===== config.mk =====
export PLATFORM = sky130hd
export DESIGN_NAME = fifo_ser_tx_flat
export DESIGN_NICKNAME = d
export VERILOG_FILES = /design/src/rtl/fifo_ser_tx_if.sv /design/src/rtl/fifo_ser_tx.sv /design/src/flat_wrapper.sv
export SDC_FILE = /design/constraint.sdc
export NUM_CORES = 1
export LEC_CHECK = 0
export ABC_AREA = 1
export BUFFER_PORTS_ARGS = -buffer_cell sky130_fd_sc_hd__buf_4
export CORE_MARGIN = 2
export CORE_UTILIZATION = 50
export DETAILED_ROUTE_END_ITERATION = 10
export GPL_TIMING_DRIVEN = 0
export MAX_ROUTING_LAYER = met4
export PLACE_DENSITY_LB_ADDON = 0.05
export SETUP_SLACK_MARGIN = 0.4
export SLEW_MARGIN = 20
export SYNTH_ARGS = -nofsm -noshare
export SYNTH_HDL_FRONTEND = slang
export SYNTH_SLANG_ARGS = --single-unit

===== constraint.sdc =====
create_clock -name clk -period 1.2 [get_ports clk]
set_input_delay 0.06 -clock clk [delete_from_list [all_inputs] [get_ports clk]]
set_output_delay 0.06 -clock clk [all_outputs]
set_load 0.005 [all_outputs]

===== src/rtl/fifo_ser_tx_if.sv =====
// FIFO read-side handshake between regb_fifo (master) and fifo_ser_tx (slave).
interface fifo_ser_tx_if #(
  parameter int unsigned WIDTH = 16
) ();
  logic             empty;
  logic [WIDTH-1:0] rdata;
  logic             shift_out;

  modport master (output empty, output rdata, input shift_out);
  modport slave  (input empty, input rdata, output shift_out);
endinterface


===== src/rtl/fifo_ser_tx.sv =====
// Bit-serial UART-style transmitter draining a regb_fifo read port.
// Define FIFO_SER_TX_PARITY_EN to insert an even-parity bit before stop.
module fifo_ser_tx #(
  parameter int unsigned WIDTH        = 16,
  parameter int unsigned CLKS_PER_BIT = 4,
  parameter int unsigned CNT_W        = 16
) (
  input  logic             clk,
  input  logic             res_n,
  input  logic             en,
  fifo_ser_tx_if.slave     fifo,
  output logic             ser_out,
  output logic             busy,
  output logic [CNT_W-1:0] frames_sent
);
  localparam int unsigned BCW  = (CLKS_PER_BIT > 1) ? $clog2(CLKS_PER_BIT) : 1;
  localparam int unsigned IDXW = (WIDTH > 1) ? $clog2(WIDTH) : 1;
  localparam logic [BCW-1:0]  BIT_LAST = BCW'(CLKS_PER_BIT - 1);
  localparam logic [IDXW-1:0] IDX_LAST = IDXW'(WIDTH - 1);

  localparam logic [2:0] S_IDLE  = 3'd0;
  localparam logic [2:0] S_START = 3'd1;
  localparam logic [2:0] S_DATA  = 3'd2;
  localparam logic [2:0] S_STOP  = 3'd4;
`ifdef FIFO_SER_TX_PARITY_EN
  localparam logic [2:0] S_PAR   = 3'd3;
  logic par_bit;
`endif

  logic [2:0]       state;
  logic [WIDTH-1:0] shreg;
  logic [BCW-1:0]   bit_cnt;
  logic [IDXW-1:0]  bit_idx;
  logic             bit_end;

  assign bit_end = (bit_cnt == BIT_LAST);

  // Pop is gated by res_n so the strobe is low while reset is held.
  always_comb fifo.shift_out = res_n && (state == S_IDLE) && en && !fifo.empty;

  always_comb busy = (state != S_IDLE);

  always_comb begin
    ser_out = 1'b1;
    case (state)
      S_START: ser_out = 1'b0;
      S_DATA:  ser_out = shreg[0];
`ifdef FIFO_SER_TX_PARITY_EN
      S_PAR:   ser_out = par_bit;
`endif
      default: ser_out = 1'b1;
    endcase
  end

  always_ff @(posedge clk or negedge res_n) begin
    if (!res_n) begin
      state       <= S_IDLE;
      shreg       <= '0;
      bit_cnt     <= '0;
      bit_idx     <= '0;
      frames_sent <= '0;
`ifdef FIFO_SER_TX_PARITY_EN
      par_bit     <= 1'b0;
`endif
    end else begin
      case (state)
        S_IDLE: begin
          if (fifo.shift_out) begin
            shreg   <= fifo.rdata;
            bit_cnt <= '0;
            bit_idx <= '0;
`ifdef FIFO_SER_TX_PARITY_EN
            par_bit <= ^fifo.rdata;
`endif
            state   <= S_START;
          end
        end
        S_START: begin
          if (bit_end) begin
            bit_cnt <= '0;
            state   <= S_DATA;
          end else begin
            bit_cnt <= bit_cnt + BCW'(1);
          end
        end
        S_DATA: begin
          if (bit_end) begin
            bit_cnt <= '0;
            shreg   <= shreg >> 1;
            if (bit_idx == IDX_LAST) begin
              bit_idx <= '0;
`ifdef FIFO_SER_TX_PARITY_EN
              state   <= S_PAR;
`else
              state   <= S_STOP;
`endif
            end else begin
              bit_idx <= bit_idx + IDXW'(1);
            end
          end else begin
            bit_cnt <= bit_cnt + BCW'(1);
          end
        end
`ifdef FIFO_SER_TX_PARITY_EN
        S_PAR: begin
          if (bit_end) begin
            bit_cnt <= '0;
            state   <= S_STOP;
          end else begin
            bit_cnt <= bit_cnt + BCW'(1);
          end
        end
`endif
        S_STOP: begin
          if (bit_end) begin
            bit_cnt     <= '0;
            frames_sent <= frames_sent + CNT_W'(1);
            state       <= S_IDLE;
          end else begin
            bit_cnt <= bit_cnt + BCW'(1);
          end
        end
        default: state <= S_IDLE;
      endcase
    end
  end
endmodule


===== src/flat_wrapper.sv =====
// flat-port wrapper written by rule: the top's interface ports become plain ports
module fifo_ser_tx_flat 
#(
  parameter int unsigned WIDTH        = 16,
  parameter int unsigned CLKS_PER_BIT = 4,
  parameter int unsigned CNT_W        = 16
)
  (clk, res_n, en, ser_out, busy, frames_sent, fifo_empty, fifo_rdata, fifo_shift_out);
  fifo_ser_tx_if #(.WIDTH(WIDTH)) fifo_i ();
  input  logic clk;
  input  logic res_n;
  input  logic en;
  output logic ser_out;
  output logic busy;
  output logic [CNT_W-1:0] frames_sent;
  input wire logic [$bits(fifo_i.empty)-1:0] fifo_empty;
  input wire logic [$bits(fifo_i.rdata)-1:0] fifo_rdata;
  output wire logic [$bits(fifo_i.shift_out)-1:0] fifo_shift_out;
  assign fifo_i.empty = fifo_empty;
  assign fifo_i.rdata = fifo_rdata;
  assign fifo_shift_out = fifo_i.shift_out;
  fifo_ser_tx #(.WIDTH(WIDTH), .CLKS_PER_BIT(CLKS_PER_BIT), .CNT_W(CNT_W)) u_core (.clk(clk), .res_n(res_n), .en(en), .fifo(fifo_i), .ser_out(ser_out), .busy(busy), .frames_sent(frames_sent));
endmodule

# Word level (Yosys, flattened, before mapping)
# Index checks and enable logic that the tools add are counted.
word_totals:
  register_bits: 41
  inputBits: 20
  word_cells: 48
classes:
  add_sub_neg: 3
  n_eq_ne: 10
  muxes: 17
  reduce_logical: 13
op_table:
  columns: ["op", "n"]
  rows:
  - ["$mux W16", 2]
  - ["$pmux W16 S2", 1]
  - ["$add A16 B1 Y16 const B", 1]
  - ["$mux W3", 5]
  - ["$mux W4", 3]
  - ["$pmux W3 S4", 1]
  - ["$ne A2 B1 Y1 const B", 4]
  - ["$pmux W4 S2", 1]
  - ["$reduce_and A5 Y1", 1]
  - ["$add A4 B1 Y4 const B", 1]
  - ["$eq A4 B4 Y1 const B", 1]
  - ["$mux W2", 2]
  - ["$pmux W2 S2", 1]
  - ["$reduce_and A2 Y1", 2]
  - ["$reduce_bool A2 Y1", 2]
  - ["$eq A3 B1 Y1 const B", 1]
  - ["$eq A3 B2 Y1 const B", 1]
  - ["$eq A3 B3 Y1 const B", 1]
  - ["$logic_and A1 B1 Y1", 3]
  - ["$logic_not A3 Y1", 1]
  - ["$reduce_and A3 Y1", 1]
  - ["$reduce_bool A3 Y1", 1]
  - ["$reduce_or A3 Y1", 1]
  - ["$add A2 B1 Y2 const B", 1]
  - ["other kinds (4)", 4]

# Longest topological paths before layout
# Gate-level depths: netlist (run 1).
logic_depth:
  depth_word: 6
  depth_mapped: 9
  depth_no_buf: 8

# Least setup slack after synthesis (run 1)
# No wires, ideal clock.
synth_timing:
  kind: "reg2reg"
  startpoint: "register u_core.state[2]"
  endpoint: "register u_core.shreg[10]"
  setup_time_ns: 0.116
  arrival_time_ns: 1.270
  setup_slack_ns: -0.186
  stages_incl_launch_ff: 10
  n_path_buf: 1
  period_less_slack_ns: 1.386
  cell_sequence: "dfrtp_1 > nor2_4 > nand2_1 > nor2_1 > nor2_4 > nand2_4 > inv_2 > buf_6 > nand2_1 > nand2_1"
synth_between:
  elab_chain_len: 6
synth_rtl:
  columns: ["element", "line_no", "rtl"]
  rows:
  - ["start, declared", "fifo_ser_tx.sv:30", "logic [2:0] state;"]
  - ["start signal, assigned", "fifo_ser_tx.sv:57", "state <= S_IDLE;"]
  - ["start signal, assigned", "fifo_ser_tx.sv:75", "state <= S_START;"]
  - ["start signal, assigned", "fifo_ser_tx.sv:81", "state <= S_DATA;"]
  - ["$logic_not A3 Y1", "fifo_ser_tx.sv:39, fifo_ser_tx.sv:66", null]
  - ["$logic_and A1 B1 Y1 (3 in series)", "fifo_ser_tx.sv:39", "always_comb fifo.shift_out = res_n && (state == S_IDLE) && en && !fifo.empty;"]
  - ["$ne A2 B2 Y1 (no line)", null, null]
  - ["$reduce_and A3 Y1 (no line)", null, null]
  - ["end signal, assigned", "fifo_ser_tx.sv:69", "shreg <= fifo.rdata;"]
  - ["end signal, assigned", "fifo_ser_tx.sv:89", "shreg <= shreg >> 1;"]
  - ["end, declared", "fifo_ser_tx.sv:31", "logic [WIDTH-1:0] shreg;"]
# Several ways; a longest one is shown, not always the timed one.
# A chain may end at the register's enable or synchronous reset.

# Worst setup path after layout (run 1)
layout_timing:
  startpoint: "register u_core.state[1]"
  endpoint: "output port ser_out"
layout_between:
  elab_chain_len: 2
layout_rtl:
  columns: ["element", "line_no", "rtl"]
  rows:
  - ["$eq A3 B2 Y1 / $eq A3 B1 Y1 (equally long branches)", "fifo_ser_tx.sv:45", "case (state)"]
  - ["$pmux W1 S2 (*)", "fifo_ser_tx.sv:45", null]
  - ["end, declared", "flat_wrapper.sv:13", "output logic ser_out;"]
# Every way passes the cells marked *; elsewhere a longest branch is shown, timed or not.

==> results of run 1 <==
-- cell usage after synthesis, drive strengths merged --
master and number:
nand2 146, o21ai 10, xnor2 4, nand3 14
dfrtp 41, a21oi 2, ha 3, buf 6
nor3 3, xor2 3, inv 29, or2 1
nand3b 1, nand4 9, nor2 18
-- worst register-to-register path: stages, from the launching register on --
cell and delay (ns):
dfrtp_2 0.46, nor2_4 0.15, buf_6 0.13, nand2_4 0.06, nor2_4 0.10, nor2_4 0.06
nand2_4 0.09, buf_4 0.18, nand2_1 0.09, nand2_1 0.08
-- where the power goes --
part	switching [W]	leakage, nW	internal [W]
Clock	0.000462	0.0399	0.000383
Sequential	0.000245	0.531	0.00172
Combinational	0.00147	1.26	0.00126
Total	0.00218	1.83	0.00337
-- sequential cells by signal, indices dropped and copies added, names as in the netlist --
register	flops
u_core.frames_sent	16
u_core.shreg	16
u_core.bit_idx	4
u_core.state	3
u_core.bit_cnt	2
-- logic make-up (layout without fill, tap and decap cells) --
family	after synthesis	after routing
flops	41	41
fa+ha+maj	3	3
compound gates	12	12
simple gates	192	192
xor+xnor	7	7
buf+inv	35	119
-- routing by layer --
| metal | vias to the layer above | GRT usage | wire length [um] |
|---|---|---|---|
| li1 | 1068 | - | - |
| met1 | 1055 | 0.2890 | 2472 |
| met2 | 77 | 0.4284 | 3372 |
| met3 | 18 | 0.05669 | 288 |
| met4 | 0 | 0.07843 | 215 |
| met5 | - | - | 0 |
-- repair_timing --
| item | in CTS | in global routing |
|---|---|---|
| gates cloned | 2 | 1 |
| buffers inserted | 27 | 9 |
| endpoints found under the setup margin | 60 | 60 |
| endpoints found under the hold margin | 42 | 41 |
| gates resized for setup | 72 | 45 |
| pin swaps | 19 | 22 |
-- metrics by stage --
step	utilization	power [W]	area, um2	hold slack [ns]
after global routing	0.8347	0.005888	3387	-0.3106
after floorplan	-	0.003177	2223	-0.2356
after CTS	0.7771	0.005136	3153	-0.2377
after detailed placement	0.6337	0.003638	2571	0.08091
final	0.8347	0.005546	3387	-0.3304
after global placement	0.6337	0.003584	2571	0.07925
-- worst paths after layout --
| check | startpoint | to | slack [ns] | cells past startpoint |
|---|---|---|---|---|
| max in group asynchronous | res_n | u_core.state[1] | 1.22 | 1 |
| min in group clk | fifo_rdata[6] | u_core.shreg[6] | 0.06 | 5 |
| min | res_n | u_core.bit_cnt[0] | -0.33 | 1 |
| max reg2reg | u_core.state[0] | u_core.shreg[9] | -0.26 | 9 |
| max | u_core.state[1] | ser_out | -0.26 | 5 |
| min reg2reg | u_core.shreg[5] | u_core.shreg[5] | 0.49 | 2 |
-- final cells by class --
cell class | instances | area (um2)
plain buffers | 6 | 75.07
clock buffers | 5 | 68.82
clock inverters | 1 | 5.005
fillers | 256 | 670.6
inverters | 29 | 118.9
multi-input cells | 214 | 1261
flip-flops and latches | 41 | 1036
well taps | 50 | 62.56
repair buffers | 78 | 759.5
==> metrics.txt, run 1 <==
Lkg Pwr=approximately 1.8 nW; VDD IR max=0.0009257 V; Worst Hold Class=input pin to async pin; most frequent cells in the layout=109 x nand2_1, 44 x buf_4, 33 x buf_6, 33 x dfrtp_1, 28 x nand2_2; Max FO, Critical Path=5; Final setup viols=43; hold buffers post-CTS=1; drt total wl=~6300 um; Starting Density=0.5276; status=finished, violations left; max-cap violations=0; Die Span Y=69.44 um; cell family with most CP delay=flip-flops; Ports=39; WP data arrival=between 1 and 1.5 ns; fraction of layout cells with a size suffix above 1=0.4545; number of global-route vias before repair=~2.1k; Num Clock Sinks=41; DRT antenna net count=0; Die W=69.44 um; synth warn=0; Syn-to-layout area delta=58.21%; Mapped Nets=between 300 and 400; final worst setup slack=-0.2611 ns; most used cell, CP=inv_1; CP max stage delay=0.46 ns; #FFs+latches synth=41; largest net degree at the start of global routing=43; worst slew pin tran=~0.39 ns; global-route usage over all layers=0.2488; Layout Cells excl Fill=roughly 420; initial antenna violation count=0; violated checks=hold timing, setup timing; Synth Area in Simple Gates=0.3764; total gr overflow=0; PD cells=1638 nW/um2; Max Slew Vio Count=0; # diodes=0; DP HPWL=between 3000 and 4000 um; Layout Nets=398; WP data required=between 1 and 1.5 ns; number of CTS-inserted buffers=5; worst hold slack=-0.3304 ns; DR vias/cell=between 5 and 6; Slew HR=0.7408; Skew-Pair Late Insertion Delay=0.30 ns; clk_skew=approximately 0.0057 ns; most common cell after layout, fill and taps aside=nand2_1; setup TNS=-7.551 ns; Yosys top cell area share=0.4793; core area=a little over 4000 um2; RSZ-0062 raised after global routing=true; Final GP Congestion=between 0.7 and 0.8; XOR/XNOR Fraction of Synth Area=0.02864; final hold vios=41; ranking of synthesized cells by area=dfrtp_1 48%, nand2_1 25%, inv_1 4.7%; detailed-route DRC error count=0; Buffers & Inverters on Critical Path=3; Clock transition at path regs=0.07 ns; CP startpoint kind=register; CP endpoint kind=output port; Initial DRT Pass Iterations=4; CTS tree=built; Max Freq=a little under 0.7 GHz; Vias=between 2k and 2.5k; Avg Cell Area, Syn=around 7.4 um2; placed insts=378; Max clock buf depth=2; CTS H-tree depth=2; min Tclk post-route=1.461 ns; multiplexer share of the synthesized area=0; cells after synthesis=290; complex-gate fraction of the synthesized area=0.02805; Worst path slowest cell=dfrtp_2; # port buffers=38; post-synthesis adder-cell area fraction=0.01753; Netlist cell types=24; row cnt=23; register area share after synthesis=0.4793; first-pass GRT wire length=9453 um; Final Cycle Share=1.218; DR WL/cell=14.97 um; largest area contributor in the netlist=dfrtp_1; CTS root buffer=clkbuf_8; kind of critical path=register to output port; Cell Chain, Critical Path=inv_1 > nand3_2 > inv_1 > o21ai_1 > buf_4; initial DRC count=~150; Die ar.=4821 um2; pre-CTS setup slack=-0.4607 ns; mapped cell area=2141 um2; largest family of logic cells by synthesized area=simple AND/OR/NAND/NOR gates
Note: power is estimated with default switching activity, not from simulation.
==> inputs of run 2 (changes only) <==
- CORE_MARGIN: 2 -> default
==> run 2 against run 1 <==
Effect of this change:
- the flow still finishes with violations (hold timing, setup timing)
- via count increased by 1.2%
- first-iteration DRC count decreased by 23%
- non-clock buffer count increased by 4
- critical path depth grew 5
- highest routed layer unchanged
==> metrics.txt, run 2 (same netlist as run 1, synthesis figures left out) <==
status=finished, violations left; violated checks=hold timing, setup timing; Reg2Reg Depth=10; PD cells=~1600 nW/um2; cell-internal power=between 0.003 and 0.004 W; CTS tree=built; end of the worst register-to-register path=u_core.shreg[4]; Final Cycle Share=1.235; DR top layer=met4; Worst R2R Start=u_core.state[2]; Psw=approximately 0.0022 W; r2r setup slk=-0.28 ns; largest net degree at the start of global routing=43; clk_skew=0.007005 ns; # port buffers=38; register area=a little over 1000 um2; DRT antenna net count=0; Die Span Y=approximately 67 um; hold buffers post-CTS=1; total gr overflow=0; core area=around 4100 um2; number of global-route vias before repair=2020; DR WL/cell=between 10 and 15 um; initial antenna violation count=0; Die W=between 60 and 70 um; CP startpoint kind=register; largest registers in the final layout=u_core.frames_sent x16, u_core.shreg x16, u_core.bit_idx x4; first-pass GRT wire length=8756 um; Vias=approximately 2.2k; max-cap violations=0; Num Clock Sinks=between 40 and 50; Max Slew Vio Count=0; min Tclk post-route=1.482 ns; worst hold slack=-0.2533 ns; wire length on met3=222 um; Final Core Density=0.8427; initial DRC count=about 110; Lkg Pwr=around 1.8 nW; detailed-route DRC error count=0; filler cell count=242; CP endpoint kind=register; Final setup viols=43; global-route usage over all layers=0.2688; Final GP Congestion=~0.77; Syn-to-layout area delta=59.73%; Skew-Pair Late Insertion Delay=0.29 ns; Slew HR=0.6402; met2 WL=3593 um; WP data required=roughly 1.4 ns; Clk network pwr share=0.160; number of CTS-inserted buffers=5; CTS root buffer=clkbuf_8; Layout Nets=roughly 400; most frequent cells in the layout=107 x nand2_1, 49 x buf_4, 34 x dfrtp_1; worst slew pin tran=~0.54 ns; Max FO, Critical Path=7; M1 WL=between 2000 and 2500 um; Logic pwr share=0.490; drt total wl=between 6000 and 7000 um; RSZ-0062 raised after global routing=true; Initial DRT Pass Iterations=4; Sw Share=0.3919; VDD IR max=0.001051 V; Multi-input gate area=1275 um2; Starting Density=0.5276; fraction of layout cells with a size suffix above 1=0.4711; WP data arrival=1.67 ns; Die ar.=between 4000 and 5000 um2; DR vias/cell=approximately 5.2; DP HPWL=about 3200 um; kind of critical path=register to register; Max Freq=between 0.6 and 0.7 GHz; Ports=39; final hold vios=41; Clock transition at path regs=approximately 0.08 ns; Worst Hold Class=input pin to async pin; final worst setup slack=-0.2816 ns; most common cell after layout, fill and taps aside=nand2_1; total power draw=0.005577 W; CTS H-tree depth=2; # diodes=0; row cnt=23; sequential share of power=0.350; Max clock buf depth=2
run 2: changes by cell type in the layout (fill, tap and decap cells not counted), sizes merged:
cell      before  now
clkbuf         6    5
buf           81   87
bufbuf         1    0
clkinvlp       0    1
clkinv         1    2
run 2: layout make-up:
| class | instances | share of cell area |
|---|---|---|
| Multi-Input combinational cell | 214 | 0.3728 |
| Sequential cell | 41 | 0.3026 |
| Timing Repair Buffer | 82 | 0.2232 |
| Inverter | 29 | 0.03476 |
| Buffer | 6 | 0.02305 |
| Clock buffer | 5 | 0.02012 |
| Tap cell | 50 | 0.01829 |
| Clock inverter | 3 | 0.005123 |
run 2: power groups by stage:
stage	logic (W)	registers, W	clock network [W]
after floorplan	0.00129	0.00189	0
after global placement	0.00166	0.00192	0
after detailed placement	0.00170	0.00192	0
after CTS	0.00223	0.00193	0.000903
after global routing	0.00298	0.00199	0.000985
final	0.00273	0.00195	0.000895
run 2: worst max-delay path, stage by stage (launching register included):
cell and delay, ns:
dfrtp_2 0.45, nor2_4 0.16, buf_6 0.12, nand2_4 0.06
nor2_4 0.13, nor2_4 0.05, nand2_4 0.10, inv_6 0.06
buf_6 0.13, nand2_2 0.06, nand2_2 0.05
run 2: how the worst max path moves through the flow:
stage	from	endpoint	slack, ns	depth (start not counted)
after floorplan	u_core.state[2]	u_core.shreg[10]	-0.14	9
after global placement	res_n	u_core.bit_idx[0]	-0.43	9
after detailed placement	res_n	u_core.bit_idx[3]	-0.43	9
after CTS	u_core.state[0]	ser_out	-0.24	7
after global routing	u_core.state[2]	u_core.shreg[4]	-0.33	10
final	u_core.state[2]	u_core.shreg[4]	-0.28	10
run 2: routing by layer:
metal  vias to the layer above  track usage
li1                       1074            -
met1                      1093       0.3069
met2                        62       0.4800
met3                        15      0.04561
met4                         0      0.07713
met5                         -            -
run 2: what timing repair did:
action                                  CTS  global route
endpoints found under the setup margin   60            60
pin swaps                                14            26
cloned                                    2             0
buffers inserted                         24            17
gates resized for setup                  62            58
endpoints found under the hold margin    42            41
run 2: through the flow:
| stage | cells | TNS [ns] | setup slack, ns | instance area [um2] |
|---|---|---|---|---|
| after detailed placement | 378 | -12.21 | -0.4334 | 2571 |
| after floorplan | 290 | -2.954 | -0.1415 | 2223 |
| after global routing | 430 | -10.70 | -0.3335 | 3420 |
| after global placement | 378 | -11.78 | -0.4269 | 2571 |
| final | 430 | -8.393 | -0.2816 | 3420 |
| after CTS | 413 | -6.433 | -0.2357 | 3092 |
==> inputs of run 3 (changes only) <==
- CAP_MARGIN: default -> 40
- CTS_BUF_LIST: default -> sky130_fd_sc_hd__clkbuf_2
==> run 3 against run 2 <==
Effect of this change:
- critical endpoint is now fifo_shift_out
- critical path depth down 3
- flip-flop and latch count stayed put
- sequential share of layout area down 1.5 points
- die area unchanged
- critical path type is now register to output port
- cell count grew 4.9%
- the run still ends with hold timing, setup timing left
- global-route usage rose by 0.20 points
- first-iteration DRC count increased by 46%
==> metrics.txt, run 3 (same netlist as run 1, synthesis figures left out) <==
status=finished, violations left; violated checks=hold timing, setup timing; Slew HR=0.6463; Max clock buf depth=2; total gr overflow=0; final worst setup slack=-0.4307 ns; CTS tree=built; CP Capture Point=fifo_shift_out; number of CTS-inserted buffers=5; DR vias/cell=5.171; VDD IR max=around 0.00095 V; detailed-route DRC error count=0; Final GP Congestion=between 0.7 and 0.8; largest registers in the final layout=u_core.frames_sent x16, u_core.shreg x16, u_core.bit_idx x4; end of the worst register-to-register path=u_core.shreg[4]; # diodes=0; filler cell count=199; PD cells=~1600 nW/um2; Worst path slowest cell=dfrtp_2; global-route usage over all layers=0.2707; Final setup viols=46; total power draw=roughly 0.0058 W; worst slew pin tran=roughly 0.53 ns; Final Cycle Share=1.359; Starting Density=0.5276; Max Freq=slightly above 0.6 GHz; DRT antenna net count=0; drt total wl=6705 um; DR WL/cell=between 10 and 15 um; Cell Chain, Critical Path=nor2_4 > buf_6 > nand2_8 > inv_2 > nand2_2 > inv_2 > buf_6; GR Util met2=0.4563; Die Span Y=approximately 67 um; first-pass GRT wire length=between 8000 and 9000 um; initial antenna violation count=0; Skew-Pair Late Insertion Delay=0.43 ns; number of global-route vias before repair=between 1.5k and 2k; r2r setup slk=-0.38 ns; Syn-to-layout area delta=68.03%; Clock transition at path regs=between 0.2 and 0.25 ns; Reg2Reg Depth=10; CP startpoint kind=register; Layout Nets=423; CTS H-tree depth=2; Initial DRT Pass Iterations=4; DP HPWL=around 3200 um; initial DRC count=between 150 and 200; crit path from=u_core.state[2]; setup TNS=-13.59 ns; Post-DP Area=roughly 2600 um2; Worst R2R Start=u_core.state[2]; most frequent cells in the layout=107 x nand2_1, 52 x buf_4, 35 x dfrtp_1; Die W=67.44 um; Final Cell Area=between 3000 and 4000 um2; Layout Cells excl Fill=approximately 450; hold buffers post-CTS=16; # port buffers=38; CP max stage delay=0.48 ns; placed insts=378; worst hold slack=-0.4251 ns; final hold vios=41; most common cell after layout, fill and taps aside=nand2_1; Die ar.=4547 um2; Num Clock Sinks=between 40 and 50; Max FO, Critical Path=3; largest net degree at the start of global routing=between 40 and 50; min Tclk post-route=between 1.5 and 2 ns; core area=4058 um2; M1 GR Usage=0.3170; Ports=39; Max Slew Vio Count=0; clk_skew=0.02152 ns; GR Util met3=0.05743; kind of critical path=register to output port; RSZ-0062 raised after global routing=true; WP data arrival=between 1.5 and 2 ns; Vias=around 2.3k; fraction of layout cells with a size suffix above 1=0.4589; row cnt=23; max-cap violations=0; gr busiest metal=met2; Worst Hold Class=input pin to async pin; WP data required=~1.1 ns; CP endpoint kind=output port; Lkg Pwr=roughly 1.9 nW; CTS root buffer=clkbuf_2
run 3: metrics by stage:
step	hold slack (ns)	setup WS (ns)	utilization
after floorplan	-0.2356	-0.1415	-
after global placement	0.07806	-0.4269	0.6337
after detailed placement	0.08034	-0.4334	0.6337
after CTS	-0.4165	-0.3710	0.7712
after global routing	-0.4067	-0.5030	0.8865
final	-0.4251	-0.4307	0.8865
run 3: routing by layer:
| layer | vias to the layer above | part of all wire |
|---|---|---|
| li1 | 1115 | - |
| met1 | 1121 | 0.40 |
| met2 | 79 | 0.53 |
| met3 | 17 | 0.041 |
| met4 | 0 | 0.025 |
| met5 | - | 0 |
run 3: area by class of cell:
type | count | area, um2 | area share
multi-input cells | 214 | 1286 | 0.3576
well taps | 50 | 62.56 | 0.01739
clock inverters | 3 | 17.52 | 0.004870
flip-flops and latches | 41 | 1033 | 0.2873
inverters | 29 | 118.9 | 0.03304
clock buffers | 5 | 25.02 | 0.006957
repair buffers | 103 | 965.9 | 0.2685
plain buffers | 6 | 87.58 | 0.02435
run 3: how the worst min path moves through the flow:
stage / start / end
after floorplan: res_n / u_core.bit_cnt[0]
after global placement: res_n / u_core.shreg[15]
after detailed placement: res_n / u_core.shreg[15]
after CTS: res_n / u_core.state[0]
after global routing: res_n / u_core.bit_idx[3]
final: res_n / u_core.state[0]
run 3: where the power goes:
| group | switching, W | internal [W] |
|---|---|---|
| combinational | 0.00167 | 0.00158 |
| clock | 0.000476 | 0.000136 |
| sequential | 0.000239 | 0.00171 |
run 3: timing repair:
item	CTS	global route
buffers inserted	25	21
pin swaps	6	32
gates resized for setup	43	87
setup endpoints to repair	60	60
cloned	3	0
endpoints found under the hold margin	57	41
run 3: critical path, delay by kind of cell (launching register included):
family                 cells  cell delay (ns)
AND/OR/NAND/NOR            3             0.27
flip-flops                 1             0.48
buffers and inverters      4             0.38
